File: config.mk
export PLATFORM = sky130hd
export DESIGN_NAME = byte_mem_arb
export DESIGN_NICKNAME = d
export VERILOG_FILES = /design/src/rtl/byte_mem_pkg.sv /design/src/rtl/byte_mem_arb_rr_arb_core.sv /design/src/rtl/byte_mem_arb.sv
export SDC_FILE = /design/constraint.sdc
export NUM_CORES = 1
export LEC_CHECK = 0
export BUFFER_PORTS_ARGS = -buffer_cell sky130_fd_sc_hd__buf_4
export CORE_UTILIZATION = 30
export DETAILED_ROUTE_END_ITERATION = 8
export HOLD_SLACK_MARGIN = 0.03
export MAX_ROUTING_LAYER = met4
export PLACE_DENSITY_LB_ADDON = 0.08
export SETUP_SLACK_MARGIN = 0.05
export SLEW_MARGIN = 20
export SYNTH_ARGS = -nofsm -noshare
export SYNTH_HDL_FRONTEND = slang
export SYNTH_SLANG_ARGS = --single-unit
File: constraint.sdc
create_clock -name clk -period 3.9 [get_ports clk]
set_input_delay 0.39 -clock clk [delete_from_list [all_inputs] [get_ports clk]]
set_output_delay 0.39 -clock clk [all_outputs]
set_load 0.1 [all_outputs]
File: src/rtl/byte_mem_pkg.sv
// Shared types and helpers for the byte SRAM arbiter: width defaults,
// arbitration state encoding and the round-robin pick function.
package byte_mem_pkg;

    localparam int AW_DEF = 17;
    localparam int DW_DEF = 8;

    typedef enum logic {
        ARB    = 1'b0,
        LOCKED = 1'b1
    } arb_state_t;

    // One-hot pick of the first set request at or after ptr, wrapping at n (n <= 8).
    function automatic logic [7:0] rr_pick(input logic [7:0] req,
                                           input logic [2:0] ptr,
                                           input int         n);
        logic [2:0] k;
        logic       found;
        rr_pick = '0;
        found   = 1'b0;
        for (int i = 0; i < 8; i++) begin
            if (i < n) begin
                k = 3'((int'(ptr) + i) % n);
                if (!found && req[k]) begin
                    rr_pick[k] = 1'b1;
                    found      = 1'b1;
                end
            end
        end
    endfunction

endpackage

File: src/rtl/byte_mem_arb_rr_arb_core.sv
// Plain round-robin arbiter: combinational one-hot pick plus the rotating
// priority pointer, which advances past the winner on every grant it issues.
module rr_arb_core
    import byte_mem_pkg::*;
#(
    parameter int NREQ = 3,
    parameter int IW   = $clog2(NREQ)
) (
    input  logic            clk,
    input  logic            reset_n,
    input  logic            en,
    input  logic [NREQ-1:0] req,
    output logic [NREQ-1:0] gnt,
    output logic [IW-1:0]   idx
);

    logic [IW-1:0] ptr;
    logic [7:0]    pick;

    always_comb begin
        pick = '0;
        gnt  = '0;
        idx  = '0;
        if (en) begin
            pick = rr_pick(8'(req), 3'(ptr), NREQ);
            gnt  = NREQ'(pick);
            for (int k = 0; k < NREQ; k++) begin
                if (gnt[k]) idx = IW'(k);
            end
        end
    end

    always_ff @(posedge clk or negedge reset_n) begin
        if (!reset_n) begin
            ptr <= '0;
        end else if (|gnt) begin
            ptr <= (idx == IW'(NREQ - 1)) ? '0 : idx + 1'b1;
        end
    end

endmodule

File: src/rtl/byte_mem_arb.sv
// Shares one single-port byte SRAM among NREQ requesters: round-robin grant,
// optional burst lock bounded by LOCK_MAX, registered SRAM controls, read-return strobes.
module byte_mem_arb
    import byte_mem_pkg::*;
#(
    parameter int NREQ     = 3,
    parameter int AW       = AW_DEF,
    parameter int DW       = DW_DEF,
    parameter int LOCK_MAX = 64
) (
    input  logic               clk,
    input  logic               reset_n,
    input  logic [NREQ-1:0]    req_i,
    input  logic [NREQ-1:0]    lock_i,
    input  logic [NREQ-1:0]    wr_i,
    input  logic [NREQ*AW-1:0] addr_i,
    input  logic [NREQ*DW-1:0] wdata_i,
    output logic [NREQ-1:0]    gnt_o,
    output logic [NREQ-1:0]    rvalid_o,
    output logic [DW-1:0]      rdata_o,
    output logic [AW-1:0]      mem_addr,
    output logic [DW-1:0]      mem_di,
    output logic               mem_en,
    output logic               mem_wr,
    input  logic [DW-1:0]      mem_do
);

    localparam int         IW      = $clog2(NREQ);
    localparam logic [7:0] CNT_MAX = 8'(LOCK_MAX);

    arb_state_t      state, state_nxt;
    logic [IW-1:0]   owner, owner_nxt;
    logic [7:0]      lock_cnt, cnt_nxt;
    logic [NREQ-1:0] owner_oh, arb_req, arb_gnt;
    logic [IW-1:0]   arb_idx, sel;
    logic            arb_en, others;
    logic            vld_p1;
    logic [IW-1:0]   id_p1;

    assign owner_oh = NREQ'(1) << owner;
    assign others   = |(req_i & ~owner_oh);

    rr_arb_core #(.NREQ(NREQ), .IW(IW)) u_core (
        .clk     (clk),
        .reset_n (reset_n),
        .en      (arb_en),
        .req     (arb_req),
        .gnt     (arb_gnt),
        .idx     (arb_idx)
    );

    always_comb begin
        state_nxt = state;
        owner_nxt = owner;
        cnt_nxt   = lock_cnt;
        arb_en    = 1'b1;
        arb_req   = req_i;
        gnt_o     = '0;
        sel       = '0;
        if (state == LOCKED && req_i[owner] && !(lock_cnt >= CNT_MAX && others)) begin
            arb_en  = 1'b0;
            gnt_o   = owner_oh;
            sel     = owner;
            cnt_nxt = (lock_cnt >= CNT_MAX) ? CNT_MAX : lock_cnt + 8'd1;
            if (!lock_i[owner]) state_nxt = ARB;
        end else begin
            // Starved-out owner sits out exactly this arbitration round.
            if (state == LOCKED && req_i[owner]) arb_req = req_i & ~owner_oh;
            state_nxt = ARB;
            cnt_nxt   = '0;
            gnt_o     = arb_gnt;
            sel       = arb_idx;
            if (|arb_gnt && lock_i[arb_idx]) begin
                state_nxt = LOCKED;
                owner_nxt = arb_idx;
                cnt_nxt   = 8'd1;
            end
        end
    end

    always_ff @(posedge clk or negedge reset_n) begin
        if (!reset_n) begin
            state    <= ARB;
            owner    <= '0;
            lock_cnt <= '0;
        end else begin
            state    <= state_nxt;
            owner    <= owner_nxt;
            lock_cnt <= cnt_nxt;
        end
    end

    // p0 -> p1: accepted access drives the SRAM port
    always_ff @(posedge clk or negedge reset_n) begin
        if (!reset_n) begin
            mem_en   <= 1'b0;
            mem_wr   <= 1'b0;
            mem_addr <= '0;
            mem_di   <= '0;
            vld_p1   <= 1'b0;
            id_p1    <= '0;
        end else begin
            mem_en <= |gnt_o;
            mem_wr <= |gnt_o & wr_i[sel];
            vld_p1 <= |gnt_o & ~wr_i[sel];
            id_p1  <= sel;
            if (|gnt_o) begin
                mem_addr <= addr_i[sel*AW +: AW];
                mem_di   <= wdata_i[sel*DW +: DW];
            end
        end
    end

    // p1 -> p2: SRAM read data is on mem_do, flag its owner
    always_ff @(posedge clk or negedge reset_n) begin
        if (!reset_n) begin
            rvalid_o <= '0;
        end else begin
            rvalid_o <= vld_p1 ? (NREQ'(1) << id_p1) : '0;
        end
    end

    assign rdata_o = mem_do;

endmodule
==> After elaboration in Yosys (flattened, before gate mapping) <==
Index checks and enable logic that the tools add are counted.
{ "totals": {"ff_bits": 46, "latchBits": 0, "mem_bits_rw": 0, "mem_bits_ro": 0, "in_bits": 94, "out_inout_bits": 41, "word_cells": 105, "memories": 0} }
{ "classes": {"addsub": 4, "n_mul": 1, "div_mod_pow": 3, "n_lt_le_gt_ge": 10, "eq_ne": 2, "n_shift": 4, "mux": 46, "n_bitwise": 8, "reduce_logical": 16} }
{ "op_table": {"columns": ["operator", "n"], "rows": [
  ["$mod 32x3->32 const B", 2],
  ["$shiftx 51x8->17", 1],
  ["$mux 3", 11],
  ["$mod 3x3->32 const B", 1],
  ["$shiftx 24x6->8", 1],
  ["$mux 1", 19],
  ["$mux 8", 2],
  ["$lt 3x4->1 const B", 3],
  ["$bmux 1 s3", 3],
  ["$demux 1 s3", 3],
  ["$ge 3x1->1 const B", 3],
  ["$logic_and 1x1->1", 9],
  ["$lt 2x3->1 const B", 3],
  ["$reduce_or 3->1", 3],
  ["$add 8x1->8 const B", 1],
  ["$bmux 1 s2", 4],
  ["$ge 8x7->1 const B", 1],
  ["$mux 2", 4],
  ["$mul 2x5->7 const B", 1],
  ["$or 3x3->3", 2],
  ["$shl 1x2->3 const A", 2],
  ["$add 2x1->3 const B", 1],
  ["$add 2x2->3 const B", 1],
  ["$and 3x3->3", 1],
  ["8 further kinds", 12]
]} }

==> Logic depth before layout (Yosys ltp) <==
Gate-level depths: netlist (run 1).
{ "depth": {"ltp_word": 28, "mapped_depth": 14, "ltp_nobuf": 11} }

==> Cells and area by module <==
A second synthesis (run 1) with hierarchy kept.
{ "hier_totals": {"hier_cells": 265, "hier_area_um2": 2750.1} }
{ "modules_own_cells": {"columns": ["mod", "n_inst", "cells_per_inst", "area_each_um2", "seq_area_each_um2"], "rows": [
  ["byte_mem_arb", 1, 215, 2317.2, 1101.1],
  ["rr_arb_core", 1, 50, 432.9, 50.0]
]} }

==> Worst setup path after synthesis (run 1) <==
No wires, ideal clock.
{ "synth_timing": {"kind": "register to output", "start": "register u_core.ptr[0]", "end": "output gnt_o[2]", "arrival_ns": 3.229, "t_required_ns": 3.510, "path_slack_ns": 0.281, "path_stages_with_launch": 14, "path_buffers": 3, "path_cell_list": "dfrtp_1 -> inv_1 -> ha_1 -> buf_2 -> nand2b_1 -> xor2_1 -> mux2_2 -> a211o_1 -> a31oi_1 -> o21ai_2 -> o21ai_2 -> buf_6 -> clkbuf_1 -> inv_1"} }
{ "synth_via": {"elab_chain_cells": 15, "elab_cells_between_ends": 44, "classes_between": "add/sub (2); div (3); order compare (6); mux (24); bitwise (2); reduce/logical (7)"} }
{ "synth_rtl": {"columns": ["item", "line", "text"], "rows": [
  ["start, declared", "byte_mem_arb_rr_arb_core.sv:17", "logic [IW-1:0] ptr;"],
  ["start signal, assigned", "byte_mem_arb_rr_arb_core.sv:37", "ptr <= (idx == IW'(NREQ - 1)) ? '0 : idx + 1'b1;"],
  ["parallel branches: the longest is 11 deep, another holds $mod 32x3->32", null, null],
  ["$mux 3 (*)", "byte_mem_pkg.sv:24", "if (!found && req[k]) begin"],
  ["$mux 3 (*) (2 in a row)", "byte_mem_arb_rr_arb_core.sv:24", "if (en) begin"],
  ["$mux 3 (*)", "byte_mem_arb.sv:60", "if (state == LOCKED && req_i[owner] && !(lock_cnt >= CNT_MAX && others)) begin"],
  ["end, declared", "byte_mem_arb.sv:18", "output logic [NREQ-1:0] gnt_o,"]
]} }
Mark *: on every way between the ends. The select of a mux whose other input is x is not followed.

==> Worst setup path in the final report (run 1) <==
Ends and elaborated chain as after synthesis.

==> results of run 1 <==
[routing by layer]
layer	up-vias	GRT usage	share of wire
li1	1307	-	-
met1	1275	0.203	0.45
met2	73	0.268	0.51
met3	6	0.0299	0.038
met4	0	0.0362	0.0068
met5	-	-	0
[worst max path at each step]
stage | end | slack (ps) | cells after the start
4_1_cts | gnt_o[2] | 100 | 11
5_1_grt | gnt_o[2] | 50 | 11
3_3_place_gp | mem_wr | 420 | 12
2_1_floorplan | gnt_o[2] | 280 | 13
6_report | gnt_o[2] | 320 | 11
3_5_place_dp | mem_addr[16] | 320 | 12
[registers in the layout (all words and copies together), names as in the netlist]
name and flops:
mem_addr 17, lock_cnt 8, mem_di 8, rvalid_o 3, id_p1 2, owner 2
u_core.ptr 2, mem_en 1, mem_wr 1, state 1, vld_p1 1
[cell families after synthesis]
group	Yosys count
fa+ha+maj	9
compound gates	71
xor+xnor	5
flops	46
simple gates	86
other cells	1
mux	34
buf+inv	59
[repair_timing]
item | CTS | global route
endpoints found under the hold margin | 0 | 0
setup endpoints to repair | 0 | 5
resized for setup | 0 | 3
[worst max-delay path: stages (launching register included)]
cell,delay [ps]
dfrtp_1,440
inv_1,170
ha_2,310
nand2b_1,210
xor2_2,220
mux2_2,370
a211o_1,310
a31oi_1,200
o21ai_2,160
o21ai_4,170
inv_1,80
buf_4,240
[area by class of cell]
| cell class | instances | area [sq um] | share of cell area |
|---|---|---|---|
| multi-input cells | 206 | 1730 | 0.411 |
| flip-flops and latches | 46 | 1150 | 0.273 |
| repair buffers | 122 | 916 | 0.217 |
| well taps | 136 | 170 | 0.0403 |
| inverters | 36 | 135 | 0.0320 |
| clock buffers | 5 | 68.8 | 0.0163 |
| clock inverters | 3 | 43.8 | 0.0104 |
[placed cells by master (no fill, tap or decap), types with 4 or more instances in the layout]
cell type / n
nand2_1: 10
clkbuf_8: 5
mux2i_1: 31
nand3_1: 10
dfrtp_1: 46
ha_1: 8
inv_1: 36
a221oi_1: 4
buf_4: 122
and3_1: 5
nor2_1: 38
a221oi_2: 21
o21ai_0: 6
[per-stage QoR]
stage / hold slack, ps / cell area, sq um / utilization / std cells / worst slack [ps]
after detailed placement: 437 / 4090 / 0.396 / 546 / 317
after CTS: 128 / 4200 / 0.407 / 554 / 102
after global routing: 158 / 4220 / 0.409 / 554 / 51.9
after floorplan: 94.4 / 3190 / - / 311 / 281
final: 111 / 4220 / 0.409 / 554 / 323
after global placement: 433 / 4090 / 0.396 / 546 / 423
==> impl_metrics.toml, run 1 <==
[final_layout]
layout-drive-gt1-share = 0.433
fill_cells = 1052
area_delta_synth_final_pct = 32.3
diodes = 0
final_nets = 520

[worst_setup_path]
r2r_slack_ps = 460
crit_path_start = "u_core.ptr[0]"
path_class = "register to output port"
critPathLaunchType = "register"
crit_path_max_fanout = 10
cp.required_ps = 3510
r2r_start = "u_core.ptr[0]"
rr_endpoint = "mem_addr[16]"
r2r_cells = 12
end_kind = "output port"
worst-endpoint-arrival_ps = 3190

[placement]
routabilityCongestion = 0.856
dp_hpwl_um = 6300
io_buffers = 118

[timing]
worst_slew_pin_slew_ps = 634
rsz0062_at_grt = "no"
fin_setup_tns_ps = 0
fmax_mhz = 280
maxSlewViolCount = 0
setup_violations = 0
period_share = 0.917
final_hold_viol_count = 0
slew_headroom = 0.577
finClkSkew_ps = 5.83
period_minus_slack_ps = 3580

[global_routing]
grt_pass1_vias = 2676
grt_pass1_wl_um = 13500
antenna_found_initial = 0
grt_max_degree = 47
grt-ovfl-total = 0
grt_usage = 0.161

[detailed_routing]
num_vias = 2661
wire_per_inst_um = 15.1
drt-pass1-iter-count = 4
wl_um = 8360
route.detailed.drc = 0
vias_per_cell = 4.80
ant_nets = 0
drt_iter0_markers = 96

[die]
dieArea_sq_um = 11000
core-area_sq_um = 10300
die_w_um = 105
die_h_um = 105
top_level_ports = 135
rows = 37
start_util = 0.309

[synthesis]
synthAdderAreaFrac = 0.0353
synth_cell_types = 62
yosys-top-cells-area = "dfrtp_1 36%, a221oi_2 9.9%, mux2i_1 9.7%"
synth-simple-area-share = 0.138
synthTopCellsByCount = "46 x dfrtp_1, 38 x nor2_1, 36 x inv_1"
synth_nets = 414
async_flop_share = 1.00
synthMuxAreaShare = 0.109
yosys_warnings = 0
synth_area_sq_um = 3190
synth_compound_area_frac = 0.240
synth_edf_count = 0
synth_top_family_by_area = "compound AO/OA/AOI/OAI gates"
synth_cells = 311
netlist.top_cell.by_area = "dfrtp_1"
post-synth-top-count-cell = "dfrtp_1"
ys_ff_latch = 46
avgSynthCellArea_sq_um = 10.3
ys_seq_area_frac = 0.361
synth_top_area_frac = 0.361
synthFlopType = "dfrtp_1"
synth_xor_area_frac = 0.0137

[clocking]
cts_root_buffer = "clkbuf_8"
cts_tree = "built"
clock-sinks = 46
clk_latency_ps = 300
cts_setup_buffers = 0
cts_buffer_depth = 2
path_clk_slew_ps = 90
cts_inserted_buffers = 5
h-tree-depth = 2
hold_buffers = 0

[run_status]
status = "complete, no violations"

[job]
cap_viol_max_count = 0

[worst_hold_path]
hold_class = "input pin to asynchronous set/reset pin"
Power of run 1 is left out: the tool's default activity adds up to more than one toggle a clock period on the data nets, which glitch-free logic cannot reach.
==> run 2, diff against run 1 <==
- ABC_AREA: default -> 1
- SKIP_LAST_GASP: default -> 1
==> run 2 against run 1 <==
Effect of this change: sequential share of layout area shrank 1.1 points; die area grew 6.0%; hold slack gained 5.8 ps; synthesized area grew 6.1%; critical path type unchanged; largest cell class unchanged.
==> impl_metrics.toml, run 2 <==
[synthesis]
synthTopCellsByCount = "74 x nand3_1, 68 x inv_1, 53 x nand2_1"
ys_ff_latch = 46
netlist.top_cell.by_area = "dfrtp_1"
synth_area_sq_um = 3380
synthFlopType = "dfrtp_1"
ys_seq_area_frac = 0.340
post-synth-top-count-cell = "nand3_1"
synth_cells = 459
synth_cell_types = 32
avgSynthCellArea_sq_um = 7.37
synth_nets = 562
async_flop_share = 1.00
yosys-top-cells-area = "dfrtp_1 34%, nand3_1 11%, a21oi_1 7.7%"
yosys_warnings = 0
synth_edf_count = 0
synth_top_area_frac = 0.340

[worst_setup_path]
slowest_delay_ps = 480
worst-endpoint-arrival_ps = 3100
cp.required_ps = 3510
critPathLaunchType = "register"
crit_family = "simple AND/OR/NAND/NOR gates"
slowest_stage = "dfrtp_1"
path_cells = "nor2_2 > nand2_1 > nand3_2 > nand2_2 > inv_4 > nand2_8 > nand2_4 > nand3_1 > nand2_2 > nand2_4 > nand4_1 > nand3_2 > nand2_4 > inv_2 > nor2_8 > inv_1 > buf_4"
critPathBufInv = 4
end_kind = "output port"
cp_common_cell = "nand2_4"
crit_path_max_fanout = 28
path_class = "register to output port"

[clocking]
cts_inserted_buffers = 5
ctsResizeCount = 0
cts_root_buffer = "clkbuf_16"
hold_buffers = 0
clock-sinks = 46
cts_buffer_depth = 2
clk_latency_ps = 300
cts_tree = "built"
cts_setup_buffers = 0
path_clk_slew_ps = 80
h-tree-depth = 2

[timing]
slew_headroom = 0.545
fin_setup_tns_ps = 0
period_minus_slack_ps = 3490
maxSlewViolCount = 0
setup_violations = 0
final_hold_viol_count = 0
worst_slew_pin_slew_ps = 682
fmax_mhz = 286
finClkSkew_ps = 14.5
period_share = 0.896
rsz0062_at_grt = "no"

[final_layout]
final_cell_count_no_fill = 699
final_util = 0.402
layout_common_cells = "121 x buf_4, 74 x nand3_1, 68 x inv_1, 53 x nand2_1, 52 x a21oi_1"
layout-drive-gt1-share = 0.293
area_delta_synth_final_pct = 30.0
final_nets = 661
largest_registers = "mem_addr x17, lock_cnt x8, mem_di x8"
fill_cells = 1185
diodes = 0
layout_commonest_cell = "buf_4"
multiInputGateArea_sq_um = 1740
largest_reg_flops = 17
regMostFlops = "mem_addr"
seq_area_sq_um = 1150
finalInstanceArea_sq_um = 4400

[global_routing]
grt_pass1_wl_um = 15900
grt_max_degree = 47
grt-ovfl-total = 0
antenna_found_initial = 0
grt_usage = 0.180
met2_usage = 0.282
grt.busiest_layer = "met2"
grt_util_met3 = 0.0325
grt_pass1_vias = 3152
met1_usage = 0.234

[detailed_routing]
vias_per_cell = 4.65
num_vias = 3248
route.detailed.drc = 0
wire_per_inst_um = 14.2
ant_nets = 0
wl_um = 9930
drt_iter0_markers = 134
drt-pass1-iter-count = 4

[job]
cap_viol_max_count = 0

[placement]
dp_hpwl_um = 7120
dp_cells = 691
routabilityCongestion = 0.793
io_buffers = 118
dpl_cell_area_sq_um = 4250

[die]
die_h_um = 108
start_util = 0.309
rows = 38
core-area_sq_um = 10900
top_level_ports = 135
die_w_um = 108
dieArea_sq_um = 11700

[run_status]
status = "complete, no violations"

[worst_hold_path]
hold_class = "input pin to asynchronous set/reset pin"
-- run 2: cell types whose count changed after synthesis, sizes merged, moves of 10 or more --
| cell | delta |
|---|---|
| a21boi | +22 |
| a21oi | +48 |
| a221oi | -25 |
| inv | +37 |
| mux2i | -31 |
| nand2 | +60 |
| nand3 | +71 |
| nor2 | +10 |
-- run 2: layout make-up --
class	instances	area share
Clock inverter	3	0.00540
Timing Repair Buffer	121	0.206
Clock buffer	5	0.0284
Inverter	73	0.0628
Tap cell	140	0.0398
Sequential cell	46	0.262
Multi-Input combinational cell	311	0.396
-- run 2: cell families (layout without fill, tap and decap cells) --
logic type | count (synthesis) | in the layout | share of synthesized area
buffers and inverters | 102 | 202 | 0.146
DFF | 46 | 46 | 0.340
AOI/OAI and AO/OA | 87 | 87 | 0.149
other | 1 | 1 | 0.00111
and+or+nand+nor | 209 | 209 | 0.318
adders and majority gates | 9 | 9 | 0.0333
xor gates and xnor gates | 5 | 5 | 0.0129
-- run 2: path summary, 6_finish.rpt --
path                       cells after the start          end  slack [ps]      from
hold reg to reg                                1  rvalid_o[1]         440  id_p1[1]
hold / removal                                 1    mem_di[2]         120   reset_n
setup / recovery                              17     gnt_o[2]         410  owner[0]
setup reg to reg                              18  mem_addr[0]         670  owner[0]
min in group clk                               4       vld_p1         360   wr_i[2]
max in group asynchronous                      1       mem_en        3360   reset_n
-- run 2: metrics by stage --
stage	hold slack, ps	setup WS [ps]
2_1_floorplan	94.4	932
3_3_place_gp	441	676
3_5_place_dp	442	682
4_1_cts	150	391
5_1_grt	176	116
6_report	117	406
-- run 2: routing by layer --
metal | vias up | part of all wire
li1 | 1664 | -
met1 | 1472 | 0.46
met2 | 96 | 0.46
met3 | 16 | 0.059
met4 | 0 | 0.018
met5 | - | 0
Power of run 2 is left out for the same reason.
==> run 3, diff against run 2 <==
- HOLD_SLACK_MARGIN: 0.03 -> 0.15
- PLACE_DENSITY_LB_ADDON: 0.08 -> default
==> run 3 against run 2 <==
Effect of this change: hold slack improved by 260 ps; cell area rose by 0.23%; setup slack better by 95 ps; critical endpoint unchanged; non-clock buffer count increased by 1.
==> impl_metrics.toml, run 3 (synthesis gave the netlist of run 2 again) <==
[detailed_routing]
wl_um = 9620
route.detailed.drc = 0
drt_iter0_markers = 136
vias_per_cell = 4.70
num_vias = 3292
ant_nets = 0
drt-pass1-iter-count = 5
wire_per_inst_um = 13.7

[global_routing]
grt_pass1_wl_um = 15400
grt_usage = 0.176
grt_util_met3 = 0.0253
met1_usage = 0.229
antenna_found_initial = 0
grt_max_degree = 47
met2_usage = 0.281
grt_pass1_vias = 3231
grt-ovfl-total = 0
grt.busiest_layer = "met2"

[die]
die_h_um = 108
rows = 38
die_w_um = 108
start_util = 0.309
core-area_sq_um = 10900
dieArea_sq_um = 11700
top_level_ports = 135

[clocking]
h-tree-depth = 2
cts_root_buffer = "clkbuf_16"
ctsResizeCount = 0
cts_inserted_buffers = 5
path_clk_slew_ps = 70
cts_buffer_depth = 2
clock-sinks = 46
cts_setup_buffers = 0
clk_latency_ps = 280
cts_tree = "built"

[timing]
fmax_mhz = 294
period_minus_slack_ps = 3400
final_hold_viol_count = 0
rsz0062_at_grt = "no"
setup_violations = 0
period_share = 0.871
fin_setup_tns_ps = 0
maxSlewViolCount = 0
worst_slew_pin_slew_ps = 693
slew_headroom = 0.538
finClkSkew_ps = 7.30

[placement]
io_buffers = 118
dp_hpwl_um = 7360
routabilityCongestion = 0.866
dp_cells = 691

[worst_setup_path]
path_class = "register to output port"
cp.required_ps = 3510
crit_path_max_fanout = 28
end_kind = "output port"
critPathLaunchType = "register"
r2r_slack_ps = 740
worst-endpoint-arrival_ps = 3010

[final_layout]
layout-drive-gt1-share = 0.293
regMostFlops = "mem_addr"
layout_common_cells = "121 x buf_4, 74 x nand3_1, 68 x inv_1, 53 x nand2_1, 52 x a21oi_1"
fill_cells = 1150
final_nets = 662
largest_registers = "mem_addr x17, lock_cnt x8, mem_di x8"
largest_reg_flops = 17
final_cell_count_no_fill = 700
diodes = 0
layout_commonest_cell = "buf_4"
area_delta_synth_final_pct = 30.3

[run_status]
status = "complete, no violations"

[job]
cap_viol_max_count = 0

[worst_hold_path]
hold_class = "input pin to register"
run 3: metal layers:
layer  up-vias  routed length (um)
li1       1668                   -
met1      1497                4490
met2       113                4430
met3        14                 549
met4         0                 159
met5         -                   0
run 3: final timing paths:
| kind | start | to | cells after the start |
|---|---|---|---|
| max | u_core.ptr[1] | gnt_o[2] | 13 |
| max reg2reg | u_core.ptr[1] | vld_p1 | 16 |
| min in group asynchronous | reset_n | lock_cnt[3] | 2 |
| min reg2reg | id_p1[1] | rvalid_o[1] | 1 |
| min | wr_i[2] | vld_p1 | 4 |
| max in group asynchronous | reset_n | u_core.ptr[1] | 2 |
run 3: timing repair:
action / in CTS / in global routing
hold buffers: 1 / 0
hold endpoints to repair: 46 / 0
endpoints found under the setup margin: 0 / 0
run 3: cell type report:
type	instances	area [sq um]	share of cell area
clock buffer	5	125	0.0284
clock inverter	3	23.8	0.00539
inverter	73	277	0.0627
multi-input combinational	311	1740	0.395
sequential	46	1150	0.261
tap	140	175	0.0397
timing repair buffer	122	918	0.208
run 3: metrics by stage:
| step | setup slack, ps | hold slack (ps) | utilization | cell area (sq um) |
|---|---|---|---|---|
| after detailed placement | 754 | 442 | 0.389 | 4250 |
| after global placement | 838 | 429 | 0.389 | 4250 |
| after global routing | 171 | 385 | 0.403 | 4410 |
| after floorplan | 932 | 94.4 | - | 3380 |
| after CTS | 501 | 365 | 0.403 | 4410 |
| final | 502 | 374 | 0.403 | 4410 |
run 3: worst max-delay path, cell delays in order (launching register included):
cell	delay (ps)
dfrtp_1	460
inv_1	130
ha_1	370
inv_1	190
nand3_1	130
nand3_1	110
nand3_2	100
nand4_1	130
nand3_2	120
nand2_4	250
inv_2	120
nor2_8	300
inv_1	80
buf_4	240
Power of run 3 is left out for the same reason.
